--- src/rtl/branch_resolve_unit.sv ---
// branch_resolve_unit
//   Registered branch resolution stage for the execute pipeline. Evaluates a
//   RISC-V funct3 branch condition on two operands, computes the resolved next
//   PC and flags a misprediction against the front-end guess. One holding
//   register (EMPTY/FULL) with valid/ready on both sides; flush empties it.
//
//   Optional feature macro: BRU_STATS_EN (adds saturating branch/mispredict
//   counters and the stats_clr / stat_* ports).
//
// Ports
//   clk, rst                 clock (rising edge), async active-high reset
//   flush                    drop held result, block acceptance this cycle
//   in_valid / in_ready      request handshake (in_ready is comb on out_ready, flush)
//   in_funct3                branch condition code
//   in_rs1, in_rs2           compare operands
//   in_pc, in_imm            branch PC and sign-extended offset
//   in_pred_taken/_target    front-end prediction
//   out_valid / out_ready    result handshake
//   out_taken, out_mispredict, out_illegal, out_next_pc   resolved outcome
//   stats_clr, stat_branches, stat_mispredicts            (BRU_STATS_EN only)
module branch_resolve_unit #(
  parameter int XLEN   = 32,
  parameter int STAT_W = 32
) (
  input  logic            clk,
  input  logic            rst,
  input  logic            flush,
  input  logic            in_valid,
  output logic            in_ready,
  input  logic [2:0]      in_funct3,
  input  logic [XLEN-1:0] in_rs1,
  input  logic [XLEN-1:0] in_rs2,
  input  logic [XLEN-1:0] in_pc,
  input  logic [XLEN-1:0] in_imm,
  input  logic            in_pred_taken,
  input  logic [XLEN-1:0] in_pred_target,
  output logic            out_valid,
  input  logic            out_ready,
  output logic            out_taken,
  output logic            out_mispredict,
  output logic            out_illegal,
  output logic [XLEN-1:0] out_next_pc
`ifdef BRU_STATS_EN
  ,
  input  logic              stats_clr,
  output logic [STAT_W-1:0] stat_branches,
  output logic [STAT_W-1:0] stat_mispredicts
`endif
);

  if (XLEN < 8 || STAT_W < 1) begin : g_param_chk
    $error("branch_resolve_unit: XLEN must be >= 8 and STAT_W >= 1");
  end

  typedef enum logic {S_EMPTY, S_FULL} state_t;

  state_t state_q, state_d;

  // ---------------- condition evaluation ----------------
  logic            rs_eq, lt_s, lt_u;
  logic            taken_c, illegal_c, misp_c;
  logic [XLEN-1:0] target_c, fall_c, next_c;

  always_comb begin
    rs_eq     = (in_rs1 == in_rs2);
    lt_s      = ($signed(in_rs1) < $signed(in_rs2));
    lt_u      = (in_rs1 < in_rs2);
    taken_c   = 1'b0;
    illegal_c = 1'b0;
    case (in_funct3)
      3'b000:  taken_c = rs_eq;
      3'b001:  taken_c = !rs_eq;
      3'b100:  taken_c = lt_s;
      3'b101:  taken_c = !lt_s;
      3'b110:  taken_c = lt_u;
      3'b111:  taken_c = !lt_u;
      default: illegal_c = 1'b1;
    endcase
    // Both adds wrap at 2^XLEN; carry out is intentionally dropped.
    target_c = in_pc + in_imm;
    fall_c   = in_pc + XLEN'(4);
    next_c   = taken_c ? target_c : fall_c;
    // Illegal codes force taken=0, so this reduces to pred_taken for them.
    misp_c   = (taken_c != in_pred_taken) ||
               (taken_c && in_pred_taken && (in_pred_target != target_c));
  end

  // ---------------- handshake / holding register ----------------
  logic accept;

  assign out_valid = (state_q == S_FULL);
  assign in_ready  = !flush && (!out_valid || out_ready);
  assign accept    = in_valid && in_ready;

  always_comb begin
    state_d = state_q;
    if (flush)                                  state_d = S_EMPTY;
    else if (accept)                            state_d = S_FULL;
    else if (state_q == S_FULL && out_ready)    state_d = S_EMPTY;
  end

  always_ff @(posedge clk or posedge rst) begin
    if (rst) state_q <= S_EMPTY;
    else     state_q <= state_d;
  end

  logic            taken_q, taken_d;
  logic            misp_q, misp_d;
  logic            illegal_q, illegal_d;
  logic [XLEN-1:0] npc_q, npc_d;

  // Data only moves on accept, so it is stable while stalled. Flush leaves the
  // data as-is; out_valid=0 already hides it.
  always_comb begin
    taken_d   = taken_q;
    misp_d    = misp_q;
    illegal_d = illegal_q;
    npc_d     = npc_q;
    if (accept) begin
      taken_d   = taken_c;
      misp_d    = misp_c;
      illegal_d = illegal_c;
      npc_d     = next_c;
    end
  end

  always_ff @(posedge clk or posedge rst) begin
    if (rst) begin
      taken_q   <= 1'b0;
      misp_q    <= 1'b0;
      illegal_q <= 1'b0;
      npc_q     <= '0;
    end else begin
      taken_q   <= taken_d;
      misp_q    <= misp_d;
      illegal_q <= illegal_d;
      npc_q     <= npc_d;
    end
  end

  assign out_taken      = taken_q;
  assign out_mispredict = misp_q;
  assign out_illegal    = illegal_q;
  assign out_next_pc    = npc_q;

`ifdef BRU_STATS_EN
  // ---------------- statistics ----------------
  logic [STAT_W-1:0] br_q, br_d, mp_q, mp_d;

  always_comb begin
    br_d = br_q;
    mp_d = mp_q;
    if (stats_clr) begin
      br_d = '0;
      mp_d = '0;
    end else if (accept && !illegal_c) begin
      if (!(&br_q))          br_d = br_q + 1'b1;
      if (misp_c && !(&mp_q)) mp_d = mp_q + 1'b1;
    end
  end

  always_ff @(posedge clk or posedge rst) begin
    if (rst) begin
      br_q <= '0;
      mp_q <= '0;
    end else begin
      br_q <= br_d;
      mp_q <= mp_d;
    end
  end

  assign stat_branches    = br_q;
  assign stat_mispredicts = mp_q;
`endif

endmodule

--- config.mk ---
export PLATFORM = sky130hd
export DESIGN_NAME = branch_resolve_unit
export DESIGN_NICKNAME = d
export VERILOG_FILES = /design/src/rtl/branch_resolve_unit.sv
export SDC_FILE = /design/constraint.sdc
export NUM_CORES = 1
export LEC_CHECK = 0
export ABC_AREA = 1
export CORE_AREA = 2 2 131 133
export CTS_CLUSTER_DIAMETER = 120
export DETAILED_ROUTE_END_ITERATION = 12
export DIE_AREA = 0 0 133 135
export PLACE_DENSITY = 0.69
export SETUP_SLACK_MARGIN = 0.4
export SYNTH_ARGS = -nofsm -noshare
export SYNTH_HDL_FRONTEND = slang
export SYNTH_SLANG_ARGS = --single-unit
--- constraint.sdc ---
create_clock -name clk -period 1.7 [get_ports clk]
set_input_delay 0.34 -clock clk [delete_from_list [all_inputs] [get_ports clk]]
set_output_delay 0.34 -clock clk [all_outputs]
set_load 0.01 [all_outputs]
# --- After elaboration in Yosys (flattened, before gate mapping) ---
# Index checks and enable logic that the tools add are counted.
totals:
  in_bits: 169
  word_cells: 38
  reg_bits: 36
  output_inout_bits: 37
op_classes:
  n_mux: 6
  magnitude_cmp: 2
  n_addsub: 2
  n_eq_ne: 8
  reduce_logical: 15
op_table:
  columns: ["cell", "n"]
  rows:
  - ["less-than comparator 32 bit", 2]
  - ["adder 32 x 3 -> 32 bit (second input constant)", 1]
  - ["adder 32 bit", 1]
  - ["== test 32 bit", 1]
  - ["2-to-1 mux 32 bit", 1]
  - ["inequality test 32 bit", 1]
  - ["== test 3 bit (second input constant)", 4]
  - ["one-hot mux 1 bit (6 select lines)", 1]
  - ["OR reduction 6 bit", 1]
  - ["logical AND 1 bit", 5]
  - ["zero test 1 bit", 5]
  - ["2-to-1 mux 1 bit", 4]
  - ["== test 3 x 1 -> 1 bit (second input constant)", 1]
  - ["zero test 3 bit", 1]
  - ["nonzero test 3 bit", 1]
  - ["logical OR 1 bit", 2]
  - ["inequality test 1 bit", 1]

# --- Logic depth before layout (Yosys ltp) ---
depth:
  ltp_word: 6
  mapped_depth: 21
  depth_no_buf: 20

# --- Worst setup path after synthesis ---
# No wires, ideal clock.
synth_timing:
  path_kind: "in2reg"
  from: "input in_pc[0]"
  to: "register misp_q, in the netlist out_mispredict"
  setup_ns: 0.117
  path_slack_ns: -0.588
  arrival_time_ns: 2.171
  path_buffers: 0
  stages: 20
  t_required_ns: 1.583
  cell_sequence: "ha_1 > fa_1 > nand2_1 > nand2_1 > nand3_1 > nand2_2 > nand2_1 > nand2_1 > nand2_1 > nand2_1 > nand2_1 > nand2_1 > nand2_1 > nand2_1 > nor2_1 > nand2_1 > nor2_1 > nand3_1 > nand2_1 > nand2_1"
synth_between:
  elab_chain_len: 4
synth_lines:
  columns: ["item", "line_no", "rtl"]
  rows:
  - ["start, declared", "33", "input logic [XLEN-1:0] in_pc,"]
  - ["adder 32 bit", "80", "target_c = in_pc + in_imm;"]
  - ["inequality test 32 bit", "85", "(taken_c && in_pred_taken && (in_pred_target != target_c));"]
  - ["logical AND 1 bit", "85", null]
  - ["logical OR 1 bit", "84", "misp_c = (taken_c != in_pred_taken) ||"]
  - ["end signal, assigned", "135", "misp_q <= misp_d;"]
  - ["end, declared", "108", "logic misp_q, misp_d;"]
# Every way passes these cells.
# A chain may end at the register's enable or synchronous reset.

# --- Worst setup path in the final report ---
layout_timing:
  from: "input in_pc[29]"
  to: "register misp_q, in the netlist out_mispredict"
# Same word-level chain as after synthesis.

==> flow_summary.html <==
<table>
<tr><th>Metric</th><th>Value</th></tr>
<tr><th colspan="2">Floorplanning</th></tr>
<tr><td>Die area</td><td>0.0180 mm^2</td></tr>
<tr><td>Core Rows</td><td>47</td></tr>
<tr><td>Initial Util</td><td>39.4%</td></tr>
<tr><td>Horizontal extent of the die</td><td>133 um</td></tr>
<tr><td>Boundary Pins</td><td>206</td></tr>
<tr><td>Die height</td><td>135 um</td></tr>
<tr><td>Core area</td><td>0.0164 mm^2</td></tr>
<tr><th colspan="2">Setup path</th></tr>
<tr><td>Register-to-Register Setup Slack</td><td>210 ps</td></tr>
<tr><td>Reg-to-Reg End</td><td>out_next_pc[0]</td></tr>
<tr><td>Worst-path maximum fanout</td><td>4</td></tr>
<tr><td>Element type at the critical path end</td><td>flop</td></tr>
<tr><td>Start-to-end type of the worst setup path</td><td>in2reg</td></tr>
<tr><td>Arrival time of the worst setup path</td><td>2580 ps</td></tr>
<tr><td>Worst setup SP type</td><td>input pin</td></tr>
<tr><td>Worst flop-to-flop path startpoint</td><td>out_valid</td></tr>
<tr><td>Required time at the endpoint of the critical path</td><td>1880 ps</td></tr>
<tr><td>Reg2Reg Depth</td><td>9</td></tr>
<tr><th colspan="2">Hold path</th></tr>
<tr><td>Number of cells on the worst hold path</td><td>2</td></tr>
<tr><td>Hold crit path type</td><td>in2reg</td></tr>
<tr><td>Launch point of the worst hold path</td><td>flush</td></tr>
<tr><td>Hold Path Sink</td><td>out_valid</td></tr>
<tr><th colspan="2">Synthesis</th></tr>
<tr><td>Simple logic cell fraction of the synthesized area</td><td>46.9%</td></tr>
<tr><td>Yosys warnings</td><td>0</td></tr>
<tr><td>Syn avg cell area</td><td>5.63 um^2</td></tr>
<tr><td>Flops &amp; latches, synth</td><td>36</td></tr>
<tr><td>Gate count after technology mapping</td><td>1146</td></tr>
<tr><td>Syn Nets</td><td>1380</td></tr>
<tr><td>Primary flip-flop cell chosen by synthesis mapping</td><td>dfrtp_1</td></tr>
<tr><td>Synth async-reset ratio</td><td>100%</td></tr>
<tr><td>Arithmetic-cell share of the synthesized area counting full adders, half adders and majority gates</td><td>12.7%</td></tr>
<tr><td>Fraction of synthesized cell area in xor and xnor cells</td><td>5.41%</td></tr>
<tr><td>Summed instance area of the synthesized netlist</td><td>0.00646 mm^2</td></tr>
<tr><td>Dominant combinational cell family by area after synthesis</td><td>simple AND/OR/NAND/NOR gates</td></tr>
<tr><td>Post-synth EDFFs</td><td>0</td></tr>
<tr><td>Compound-cell area share of the yosys netlist</td><td>7.75%</td></tr>
<tr><td>Synth unique cells</td><td>41</td></tr>
<tr><td>Proportion of synthesized chip area in sequential cells</td><td>14.0%</td></tr>
<tr><td>Multiplexer fraction of the synthesized cell area</td><td>0%</td></tr>
<tr><th colspan="2">Global route</th></tr>
<tr><td>Global-route total usage across every layer</td><td>30.0%</td></tr>
<tr><td>Total global routing overflow</td><td>0</td></tr>
<tr><td>Pin count of the biggest net entering global routing</td><td>37</td></tr>
<tr><td>Number of global-route vias before repair</td><td>8889</td></tr>
<tr><td>Number of antenna violations at the first check in global routing</td><td>0</td></tr>
<tr><td>Wire length of the first global-routing pass</td><td>43100 um</td></tr>
<tr><th colspan="2">Detailed routing</th></tr>
<tr><td>Overall routed net length</td><td>28000 um</td></tr>
<tr><td>WL per Instance</td><td>15.6 um</td></tr>
<tr><td>Number of violations reported at the end of detailed-routing iteration 0</td><td>535</td></tr>
<tr><td>Total DRC errors in the routed layout</td><td>0</td></tr>
<tr><td>DR vias/cell</td><td>5.02</td></tr>
<tr><td>First drt pass iteration count</td><td>6</td></tr>
<tr><td>Post-detailed-route count of antenna-violating nets</td><td>0</td></tr>
<tr><td>Vias</td><td>9008</td></tr>
<tr><th colspan="2">Finish</th></tr>
<tr><td>Post-layout net count</td><td>1810</td></tr>
<tr><td>Syn-to-layout area delta</td><td>91.5%</td></tr>
<tr><td>Number of diodes added for antenna fixing</td><td>0</td></tr>
<tr><td>Filler Cells Inserted</td><td>1238</td></tr>
<tr><td>Fraction of final layout cells with drive strength greater than 1</td><td>38.3%</td></tr>
<tr><td>Sequential cell area</td><td>901 um^2</td></tr>
<tr><td>Share of the core filled with cells</td><td>75.4%</td></tr>
<tr><td>Area of the multi-input gates</td><td>0.00637 mm^2</td></tr>
<tr><th colspan="2">Power and ir drop</th></tr>
<tr><td>Power Dens Cells</td><td>530 mW/mm^2</td></tr>
<tr><td>Leakage power summed over all cells</td><td>6.47 nW</td></tr>
<tr><td>Share of total power in sequential cells</td><td>17.3%</td></tr>
<tr><td>Fraction of power spent switching nets</td><td>41.4%</td></tr>
<tr><td>Cell internal power dissipation</td><td>3.84 mW</td></tr>
<tr><td>Net switching component of the power</td><td>2.71 mW</td></tr>
<tr><td>Largest vdd supply drop</td><td>0.392 mV</td></tr>
<tr><td>Clk pwr share</td><td>15.1%</td></tr>
<tr><td>Combinational fraction of design power</td><td>67.6%</td></tr>
<tr><th colspan="2">Status</th></tr>
<tr><td>Violations in the final reports</td><td>setup timing</td></tr>
<tr><td>Run status</td><td>finished, violations left</td></tr>
<tr><th colspan="2">STA</th></tr>
<tr><td>Setup total negative slack</td><td>-17680 ps</td></tr>
<tr><td>Fmax achieved</td><td>416 MHz</td></tr>
<tr><td>Tcrit/Tclk final</td><td>141%</td></tr>
<tr><td>Count of pins over their slew limit</td><td>0</td></tr>
<tr><td>Max-slew headroom</td><td>71.6%</td></tr>
<tr><td>Fin crit period</td><td>2400 ps</td></tr>
<tr><td>Final clock skew</td><td>8.64 ps</td></tr>
<tr><td>Fin Hold WS</td><td>300 ps</td></tr>
<tr><td>Slew at the pin with the worst max-slew slack</td><td>423 ps</td></tr>
<tr><td>Number of setup violations in the final report</td><td>34</td></tr>
<tr><td>Final worst setup slack</td><td>-702 ps</td></tr>
<tr><td>Setup repair after global routing missed its margin</td><td>yes</td></tr>
<tr><td>Final Hold Viols</td><td>0</td></tr>
<tr><th colspan="2">Place</th></tr>
<tr><td>Placer's final routability congestion estimate</td><td>0.917</td></tr>
<tr><td>Post-Place Setup Slack</td><td>-1350 ps</td></tr>
<tr><td>Number of buffers added on ports</td><td>205</td></tr>
<tr><td>DPL Wire Length</td><td>20900 um</td></tr>
<tr><th colspan="2">CTS</th></tr>
<tr><td>Clock tree from TritonCTS</td><td>yes</td></tr>
<tr><td>Sink count of the clock tree</td><td>36</td></tr>
<tr><td>Buffers from clock root to sink, at most</td><td>2</td></tr>
<tr><td>CTS clock-pin slew for the worst setup and hold paths</td><td>60 ps</td></tr>
<tr><td>Clock root buffer master</td><td>clkbuf_16</td></tr>
<tr><td>Insertion delay to the later sink of the worst-skew pair</td><td>290 ps</td></tr>
<tr><td>Inserted Clock Buffers</td><td>5</td></tr>
<tr><td>H-tree levels</td><td>2</td></tr>
<tr><td># hold bufs at CTS</td><td>0</td></tr>
<tr><th colspan="2">Run</th></tr>
<tr><td>Max-cap violation count</td><td>0</td></tr>
</table>
-- Yosys cell counts (12+ instances only) --
library cell	n	area, um^2
inv_1	202	758
nor3_1	16	80.1
xor2_1	22	193
nor2_1	84	315
o21ai_0	13	65.1
a21oi_1	38	190
ha_1	64	801
nand2_1	447	1680
dfrtp_1	36	901
nand3_1	101	505
o21ai_1	12	60.1
nand3b_1	19	143
-- final cells by class --
cell class                 count  share of cell area [%]
multi-input combinational    893                    51.5
timing repair buffer         436                    31.3
sequential                    36                    7.29
inverter                     204                    6.44
tap                          220                    2.23
clock buffer                   7                    1.23
-- layout by cell type (no fill, tap or decap), types with 22 or more instances in the layout --
| cell type | instances |
|---|---|
| inv_2 | 30 |
| clkdlybuf4s50_1 | 45 |
| nand3_1 | 81 |
| nand2_2 | 68 |
| nand2_4 | 26 |
| dfrtp_1 | 36 |
| ha_4 | 58 |
| dlygate4sd2_1 | 53 |
| xor2_1 | 22 |
| buf_2 | 41 |
| nor2_1 | 61 |
| clkdlybuf4s15_1 | 37 |
| buf_4 | 204 |
| inv_1 | 168 |
| nand2_1 | 361 |
-- stage by stage --
step	cell area (um^2)	instances	total power, mW
final	12400	1796	6.56
after global routing	12400	1796	6.96
after CTS	12000	1790	6.26
after detailed placement	10600	1758	4.68
after global placement	10600	1758	4.62
after floorplan	6840	1146	2.81
-- per-layer routing --
metal  wire length (um)  global-route usage, %
met5                  0                      0
met4                809                   8.84
met3               1900                   3.00
met2              13700                   54.2
met1              11700                   37.8
-- cells by family after synthesis --
kind of cell / Yosys count
DFF: 36
and+or+nand+nor: 707
AOI/OAI and AO/OA: 86
buffers and inverters: 217
xor gates and xnor gates: 35
adders and majority gates: 65
-- how the worst max path moves through the flow --
stage          startpoint        endpoint  depth (start not counted)
2_1_floorplan    in_pc[0]  out_mispredict                         17
3_3_place_gp     in_pc[0]  out_mispredict                         18
3_5_place_dp     in_pc[0]  out_mispredict                         18
4_1_cts          in_pc[0]  out_mispredict                         18
5_1_grt         in_pc[30]  out_mispredict                         15
6_report        in_pc[29]  out_mispredict                         16
-- critical path, stage by stage --
cell,delay [ps]
clkdlybuf4s50_1,440
ha_1,390
nand2_1,120
inv_1,50
a21boi_0,160
nand2_1,100
nor2_1,250
nand3_1,170
nand3_1,130
nand2_1,80
nor2_1,90
nand2_1,50
inv_1,50
nand3_1,70
nand2_1,60
nand2_1,40
-- sequential cells by signal, summed over array words and instances (netlist names) --
| signal | cells |
|---|---|
| out_next_pc | 32 |
| out_illegal | 1 |
| out_mispredict | 1 |
| out_taken | 1 |
| out_valid | 1 |
-- power groups by stage --
| stage | sequential (mW) | combinational, mW | clock (mW) |
|---|---|---|---|
| finish | 1.13 | 4.43 | 0.991 |
| global route | 1.16 | 4.78 | 1.02 |
| global placement | 1.14 | 3.49 | 0 |
| CTS | 1.13 | 4.16 | 0.970 |
| detailed placement | 1.14 | 3.54 | 0 |
| floorplan | 1.22 | 1.59 | 0 |
-- repair_timing --
action | in CTS | in global routing
pin swaps | 127 | 59
setup endpoints to repair | 72 | 61
gates resized for setup | 588 | 95
buffers inserted | 16 | 3
cloned | 9 | 3
No activity file was read; power rests on OpenSTA's default activity.
